<file path="src/rtl/hsi_mse_multi_if.sv">
// Sample and reference word streams feeding the HSI best-match engine.
// The master drives valid/data, the slave (the engine) drives ready.
interface hsi_mse_multi_if #(
  parameter int unsigned WORD_WIDTH = 32
) ();
  logic                  sample_in_valid;
  logic                  sample_in_ready;
  logic [WORD_WIDTH-1:0] sample_in;
  logic                  ref_in_valid;
  logic                  ref_in_ready;
  logic [WORD_WIDTH-1:0] ref_in;

  modport master (
    output sample_in_valid, sample_in, ref_in_valid, ref_in,
    input  sample_in_ready, ref_in_ready
  );

  modport slave (
    input  sample_in_valid, sample_in, ref_in_valid, ref_in,
    output sample_in_ready, ref_in_ready
  );
endinterface

</file>
<file path="src/rtl/hsi_mse_multi.sv">
// Multi-lane HSI best-match engine: buffers one sample vector, then streams a
// reference library against it and reports the lowest squared/absolute distance.
module hsi_mse_multi #(
  parameter int unsigned WORD_WIDTH       = 32,
  parameter int unsigned DATA_WIDTH       = 16,
  parameter int unsigned LANES            = WORD_WIDTH / DATA_WIDTH,
  parameter int unsigned HSI_BANDS        = 128,
  parameter int unsigned MAX_WORDS        = HSI_BANDS / LANES,
  parameter int unsigned HSI_LIBRARY_SIZE = 256,
  parameter int unsigned LIB_ADDR         = $clog2(HSI_LIBRARY_SIZE),
  parameter int unsigned ACC_WIDTH        = 2 * DATA_WIDTH + $clog2(HSI_BANDS)
) (
  input  logic                       clk,
  input  logic                       rst,
  hsi_mse_multi_if.slave             bus,
  input  logic [$clog2(MAX_WORDS):0] band_words_in,
  input  logic [LIB_ADDR:0]          library_length_in,
  input  logic                       mode_in,
  input  logic                       start,
  output logic [LIB_ADDR-1:0]        ref_id_out,
  output logic [ACC_WIDTH-1:0]       dist_out,
  output logic                       done,
  output logic                       idle,
  output logic                       ready
);

  localparam int unsigned WC_W   = $clog2(MAX_WORDS) + 1;
  localparam int unsigned IDX_W  = (MAX_WORDS > 1) ? $clog2(MAX_WORDS) : 1;
  localparam int unsigned LEN_W  = LIB_ADDR + 1;
  localparam int unsigned DIFF_W = DATA_WIDTH + 1;
  localparam int unsigned TERM_W = 2 * DATA_WIDTH;

  typedef enum logic [2:0] {
    S_IDLE,
    S_LOAD,
    S_COMPUTE,
    S_FLUSH,
    S_DONE
  } state_t;

  state_t                state;
  logic [WC_W-1:0]       bw_q;
  logic [LEN_W-1:0]      len_q;
  logic                  mode_q;
  logic [WC_W-1:0]       word_cnt;
  logic [LEN_W-1:0]      ref_cnt;
  logic [1:0]            flush_cnt;
  logic [WORD_WIDTH-1:0] buffer [MAX_WORDS];

  logic                  s1_valid;
  logic                  s1_first;
  logic                  s1_last;
  logic [LIB_ADDR-1:0]   s1_id;
  logic [TERM_W-1:0]     s1_term [LANES];
  logic                  s2_valid;
  logic                  s2_last;
  logic [LIB_ADDR-1:0]   s2_id;
  logic [ACC_WIDTH-1:0]  acc;
  logic [ACC_WIDTH-1:0]  best_dist;
  logic [LIB_ADDR-1:0]   best_id;

  logic                  start_c;
  logic                  sample_acc_c;
  logic                  ref_acc_c;
  logic                  word_last_c;
  logic                  ref_last_c;
  logic [WORD_WIDTH-1:0] buf_word_c;
  logic [DIFF_W-1:0]     diff_c [LANES];
  logic [DATA_WIDTH-1:0] mag_c  [LANES];
  logic [TERM_W-1:0]     term_c [LANES];
  logic [ACC_WIDTH-1:0]  sum_c;

  assign start_c      = (state == S_IDLE) && start;
  assign sample_acc_c = bus.sample_in_valid && bus.sample_in_ready;
  assign ref_acc_c    = bus.ref_in_valid && bus.ref_in_ready;
  assign word_last_c  = (word_cnt == bw_q - WC_W'(1));
  assign ref_last_c   = (ref_cnt == len_q - LEN_W'(1));
  assign buf_word_c   = buffer[IDX_W'(word_cnt)];

  // Per-lane |ref - sample| then squared or passed through depending on mode.
  always_comb begin
    for (int i = 0; i < LANES; i++) begin
      diff_c[i] = {1'b0, bus.ref_in[i*DATA_WIDTH +: DATA_WIDTH]}
                - {1'b0, buf_word_c[i*DATA_WIDTH +: DATA_WIDTH]};
      mag_c[i]  = diff_c[i][DATA_WIDTH] ? DATA_WIDTH'(-diff_c[i])
                                        : diff_c[i][DATA_WIDTH-1:0];
      term_c[i] = mode_q ? TERM_W'(mag_c[i])
                         : TERM_W'(mag_c[i]) * TERM_W'(mag_c[i]);
    end
  end

  always_comb begin
    sum_c = '0;
    for (int i = 0; i < LANES; i++) begin
      sum_c = sum_c + ACC_WIDTH'(s1_term[i]);
    end
  end

  // Sample buffer; contents are don't-care across reset.
  always_ff @(posedge clk) begin
    if (sample_acc_c) begin
      buffer[IDX_W'(word_cnt)] <= bus.sample_in;
    end
  end

  // Control FSM with registered handshake and status outputs.
  always_ff @(posedge clk or posedge rst) begin
    if (rst) begin
      state               <= S_IDLE;
      bw_q                <= '0;
      len_q               <= '0;
      mode_q              <= 1'b0;
      word_cnt            <= '0;
      ref_cnt             <= '0;
      flush_cnt           <= '0;
      bus.sample_in_ready <= 1'b0;
      bus.ref_in_ready    <= 1'b0;
      done                <= 1'b0;
      idle                <= 1'b1;
      ready               <= 1'b1;
      ref_id_out          <= '0;
      dist_out            <= '0;
    end else begin
      done <= 1'b0;
      case (state)
        S_IDLE: begin
          if (start) begin
            bw_q     <= band_words_in;
            len_q    <= library_length_in;
            mode_q   <= mode_in;
            word_cnt <= '0;
            ref_cnt  <= '0;
            idle     <= 1'b0;
            ready    <= 1'b0;
            if (library_length_in == '0) begin
              state      <= S_DONE;
              done       <= 1'b1;
              ref_id_out <= '0;
              dist_out   <= '1;
            end else begin
              state               <= S_LOAD;
              bus.sample_in_ready <= 1'b1;
            end
          end
        end
        S_LOAD: begin
          if (sample_acc_c) begin
            if (word_last_c) begin
              word_cnt            <= '0;
              bus.sample_in_ready <= 1'b0;
              bus.ref_in_ready    <= 1'b1;
              state               <= S_COMPUTE;
            end else begin
              word_cnt <= word_cnt + WC_W'(1);
            end
          end
        end
        S_COMPUTE: begin
          if (ref_acc_c) begin
            if (word_last_c) begin
              word_cnt <= '0;
              ref_cnt  <= ref_cnt + LEN_W'(1);
              if (ref_last_c) begin
                bus.ref_in_ready <= 1'b0;
                flush_cnt        <= '0;
                state            <= S_FLUSH;
              end
            end else begin
              word_cnt <= word_cnt + WC_W'(1);
            end
          end
        end
        // Three cycles let the last vector clear lane, accumulate and compare stages.
        S_FLUSH: begin
          if (flush_cnt == 2'd2) begin
            state      <= S_DONE;
            done       <= 1'b1;
            ref_id_out <= best_id;
            dist_out   <= best_dist;
          end else begin
            flush_cnt <= flush_cnt + 2'd1;
          end
        end
        S_DONE: begin
          state <= S_IDLE;
          idle  <= 1'b1;
          ready <= 1'b1;
        end
        default: state <= S_IDLE;
      endcase
    end
  end

  // Stage 1 lane terms, stage 2 per-vector accumulation.
  always_ff @(posedge clk or posedge rst) begin
    if (rst) begin
      s1_valid <= 1'b0;
      s1_first <= 1'b0;
      s1_last  <= 1'b0;
      s1_id    <= '0;
      for (int i = 0; i < LANES; i++) begin
        s1_term[i] <= '0;
      end
      s2_valid <= 1'b0;
      s2_last  <= 1'b0;
      s2_id    <= '0;
      acc      <= '0;
    end else begin
      s1_valid <= ref_acc_c;
      if (ref_acc_c) begin
        s1_first <= (word_cnt == '0);
        s1_last  <= word_last_c;
        s1_id    <= LIB_ADDR'(ref_cnt);
        s1_term  <= term_c;
      end
      s2_valid <= s1_valid;
      if (s1_valid) begin
        acc     <= (s1_first ? '0 : acc) + sum_c;
        s2_last <= s1_last;
        s2_id   <= s1_id;
      end
    end
  end

  // Stage 3 compare; strict less-than keeps the lower ID on ties.
  always_ff @(posedge clk or posedge rst) begin
    if (rst) begin
      best_dist <= '1;
      best_id   <= '0;
    end else if (start_c) begin
      best_dist <= '1;
      best_id   <= '0;
    end else if (s2_valid && s2_last && (acc < best_dist)) begin
      best_dist <= acc;
      best_id   <= s2_id;
    end
  end

endmodule

</file>
<file path="src/flat_wrapper.sv">
// flat-port wrapper written by rule: the top's interface ports become plain ports
module hsi_mse_multi_flat 
#(
  parameter int unsigned WORD_WIDTH       = 32,
  parameter int unsigned DATA_WIDTH       = 16,
  parameter int unsigned LANES            = WORD_WIDTH / DATA_WIDTH,
  parameter int unsigned HSI_BANDS        = 128,
  parameter int unsigned MAX_WORDS        = HSI_BANDS / LANES,
  parameter int unsigned HSI_LIBRARY_SIZE = 256,
  parameter int unsigned LIB_ADDR         = $clog2(HSI_LIBRARY_SIZE),
  parameter int unsigned ACC_WIDTH        = 2 * DATA_WIDTH + $clog2(HSI_BANDS)
)
  (clk, rst, band_words_in, library_length_in, mode_in, start, ref_id_out, dist_out, done, idle, ready, bus_sample_in_valid, bus_sample_in, bus_ref_in_valid, bus_ref_in, bus_sample_in_ready, bus_ref_in_ready);
  hsi_mse_multi_if #(.WORD_WIDTH(WORD_WIDTH)) bus_i ();
  input  logic clk;
  input  logic rst;
  input  logic [$clog2(MAX_WORDS):0] band_words_in;
  input  logic [LIB_ADDR:0] library_length_in;
  input  logic mode_in;
  input  logic start;
  output logic [LIB_ADDR-1:0] ref_id_out;
  output logic [ACC_WIDTH-1:0] dist_out;
  output logic done;
  output logic idle;
  output logic ready;
  input wire logic [$bits(bus_i.sample_in_valid)-1:0] bus_sample_in_valid;
  input wire logic [$bits(bus_i.sample_in)-1:0] bus_sample_in;
  input wire logic [$bits(bus_i.ref_in_valid)-1:0] bus_ref_in_valid;
  input wire logic [$bits(bus_i.ref_in)-1:0] bus_ref_in;
  output wire logic [$bits(bus_i.sample_in_ready)-1:0] bus_sample_in_ready;
  output wire logic [$bits(bus_i.ref_in_ready)-1:0] bus_ref_in_ready;
  assign bus_i.sample_in_valid = bus_sample_in_valid;
  assign bus_i.sample_in = bus_sample_in;
  assign bus_i.ref_in_valid = bus_ref_in_valid;
  assign bus_i.ref_in = bus_ref_in;
  assign bus_sample_in_ready = bus_i.sample_in_ready;
  assign bus_ref_in_ready = bus_i.ref_in_ready;
  hsi_mse_multi #(.WORD_WIDTH(WORD_WIDTH), .DATA_WIDTH(DATA_WIDTH), .LANES(LANES), .HSI_BANDS(HSI_BANDS), .MAX_WORDS(MAX_WORDS), .HSI_LIBRARY_SIZE(HSI_LIBRARY_SIZE), .LIB_ADDR(LIB_ADDR), .ACC_WIDTH(ACC_WIDTH)) u_core (.clk(clk), .rst(rst), .bus(bus_i), .band_words_in(band_words_in), .library_length_in(library_length_in), .mode_in(mode_in), .start(start), .ref_id_out(ref_id_out), .dist_out(dist_out), .done(done), .idle(idle), .ready(ready));
endmodule
</file>
<file path="config.mk">
export PLATFORM = sky130hd
export DESIGN_NAME = hsi_mse_multi_flat
export DESIGN_NICKNAME = d
export VERILOG_FILES = /design/src/rtl/hsi_mse_multi_if.sv /design/src/rtl/hsi_mse_multi.sv /design/src/flat_wrapper.sv
export SDC_FILE = /design/constraint.sdc
export NUM_CORES = 2
export LEC_CHECK = 0
export ABC_AREA = 1
export BUFFER_PORTS_ARGS = -buffer_cell sky130_fd_sc_hd__buf_2
export CORE_UTILIZATION = 66
export CTS_CLUSTER_DIAMETER = 200
export DETAILED_ROUTE_END_ITERATION = 10
export PLACE_DENSITY = 0.83
export SLEW_MARGIN = 20
export SYNTH_ARGS = -nofsm -noshare
export SYNTH_HDL_FRONTEND = slang
export SYNTH_SLANG_ARGS = --single-unit
</file>
<file path="constraint.sdc">
create_clock -name clk -period 15.9 [get_ports clk]
set_input_delay 3.975 -clock clk [delete_from_list [all_inputs] [get_ports clk]]
set_output_delay 3.975 -clock clk [all_outputs]
set_load 0.01 [all_outputs]
</file>
==> results.toml <==
[detailed_routing]
met1_length_microns = 106000
topRoutingLayerUsed = "met5"
viasPerCell = 6.68
wl_met2_microns = 145000
postRouteAntennaNets = 0
drc = 0
wl_per_cell_microns = 28.1
drt_iter0_markers = 11700
dr.pass1.iters = 7
num_vias = 74100
wl_met3_microns = 40800
routed_wl_microns = 312000

[setup_path]
start_kind = "register"
crit_slowest_cell = "ha_1"
worst-path-buf-inv = 10
criticalPathCategory = "register to register"
cp.arrival_ns = 13.03
end_kind = "register"
reg2reg_slack_ns = 3.61
max_stage_delay_ns = 0.94
cp_common_cell = "inv_1"
r2r_end = "u_core.s1_term[53]"
reg2reg_depth = 43
required_ns = 16.64
cp_max_fo = 82
cpLargestDelayFamily = "adder cells"
worstReg2RegStart = "u_core.word_cnt[0]"

[grt]
overflow = 0
grt_pass1_wl_microns = 455000
grt_pass1_vias = 73400
grt_max_degree = 102
grtUsageTotal = 0.380
grt_antenna_before_repair = 21

[clock_network]
clkSlewWorstSetupHoldPaths_ns = 0.06
cts_resized = 0
clkSinkCount = 2308
clock_latency_ns = 0.87
numCtsBuffers = 214
htreeDepth = 4
clock-root-buffer = "clkbuf_16"
clk_path_buf_depth = 3
cts_setup_buffers = 0
ctsHoldBuffers = 0
cts_tree = "built"

[floorplanning]
die_y_microns = 404
die_w_microns = 404
core-area_sq_um = 161000
start_util = 0.665
num_io_pins = 138
rows = 147
die-area_sq_um = 163000

[cells_and_area]
layout.nets = 9488
fillers = 9782
drive_above_1_share = 0.0955
area_growth_pct = 10.4

[timing]
final_max_slew_viol_count = 0
max_freq_mhz = 81.4
tightestPinTransition_ns = 1.27
slew_headroom = 0.151
clock-skew-final_ns = 0.0950
tns_ns = 0
period_share = 0.773
rsz0062_at_grt = "no"
fin_crit_ns = 12.29
hold_viol = 0
finalSetupViolCount = 0

[logic_synthesis]
synth_top_area_frac = 0.576
yosysSeqAreaShare = 0.637
synth-edff-count = 2048
synth_seq_cells = 2308
syn-num-nets = 9334
ys_warn_count = 0
async_reset_ff_frac = 0.113
synth.distinct_cells = 69
netlist_area_sq_um = 107000
avgSynthCellArea_sq_um = 12.4
synthCells = 8583
synth_ff_type = "edfxtp_1"
synthTopCellsByArea = "edfxtp_1 (58%), fa_1 (6.2%), nand2_1 (5.9%)"
synth_top_area_cell = "edfxtp_1"

[placed_design]
hpwl_microns = 184000
numPortBuffers = 137
place_congestion = 0.939

[min_path]
hold_class = "register to register"
min_path_cells = 2
worstHoldStart = "u_core.s2_id[6]"
hold_end = "u_core.s2_id[6]"

[job]
drv_cap = 0

[run_status]
status = "finished clean"
## cell type report
class | count | area, sq um | area share
clock buffer | 261 | 5570 | 0.0473
inverter | 913 | 3480 | 0.0295
tap | 2160 | 2700 | 0.0229
antenna | 9 | 22.5 | 0.000191
multi-input combinational | 5026 | 34500 | 0.292
sequential | 2308 | 68100 | 0.577
timing repair buffer | 274 | 1930 | 0.0164
clock inverter | 137 | 1660 | 0.0141
## synthesized netlist by cell type, drive strengths merged (14+ instances only)
cell type and count:
edfxtp 2048, nand2 1702, inv 906, nor2 486, ha 335, fa 330, a22oi 324, nand4 306
a21oi 301, o21ai 288, clkbuf 225, dfrtp 220, a221oi 217, a22o 190, nand3 188, buf 111
xor2 68, xnor2 48, dfstp 40, nor3 40, a31oi 28, o221ai 28, or2 24, o211ai 15
o21a 14
## worst max path at each step
stage                             from                 end  slack [ns]  cells past startpoint
detailed placement      bus_ref_in[16]  u_core.s1_term[21]        3.77                     36
global placement        bus_ref_in[16]  u_core.s1_term[21]        3.91                     36
finish              u_core.word_cnt[0]  u_core.s1_term[53]        3.61                     43
floorplan                          rst       u_core.acc[0]        4.84                      1
global route        u_core.word_cnt[0]  u_core.s1_term[53]        3.14                     42
CTS                 u_core.word_cnt[0]  u_core.s1_term[53]        4.01                     41
## registers in the layout (all words and copies together), names as in the netlist, 2 cells and up
register           count
u_core.acc            39
u_core.best_dist      39
u_core.best_id         8
u_core.buffer       2048
u_core.bw_q            7
u_core.dist_out       39
u_core.flush_cnt       2
u_core.len_q           9
u_core.ref_cnt         9
u_core.ref_id_out      8
u_core.s1_id           8
u_core.s1_term        64
u_core.s2_id           8
u_core.state           3
u_core.word_cnt        7
## metrics by stage
stage	instances	utilization	setup WS, ns	hold WS (ns)	cell area [sq um]
after floorplan	8583	-	4.84	0.433	107000
after global placement	10700	0.689	3.91	0.456	111000
after detailed placement	10700	0.689	3.77	0.464	111000
after CTS	11100	0.734	4.01	0.478	118000
after global routing	11100	0.734	3.14	0.508	118000
final	11100	0.734	3.61	0.474	118000
## tightest hold or removal path: stages, from the launching register on
cell     delay (ns)
dfrtp_1        0.35
nand2_1        0.05
nand2_1        0.04
## layer usage
metal / global-route usage / vias up
met3: 0.0863 / 1251
li1: - / 31000
met4: 0.214 / 16
met1: 0.488 / 35800
met2: 0.602 / 6045
met5: 0.00862 / -
## cells by family (layout without fill, tap and decap cells)
logic type	after synthesis	count (layout)	synth area share
AOI/OAI and AO/OA	1470	1470	0.0952
adders and majority gates	665	665	0.101
other	0	9	0
and+or+nand+nor	2775	2775	0.111
DFF	2308	2308	0.637
xor gates and xnor gates	116	116	0.0103
buffers and inverters	1249	1585	0.0453
## placed cells by master (no fill, tap or decap), drive strengths merged, types with 48 or more instances in the layout
cell,count
a21oi,301
xnor2,48
a221oi,217
xor2,68
nand4,306
nand2,1702
fa,330
nor2,486
clkbuf,261
buf,274
a22o,190
clkinv,99
nand3,188
o21ai,288
inv,914
edfxtp,2048
ha,335
a22oi,324
dfrtp,220
Power is not shown: default switching activity piles up to over one toggle a cycle in this logic, so the estimate is an artifact.
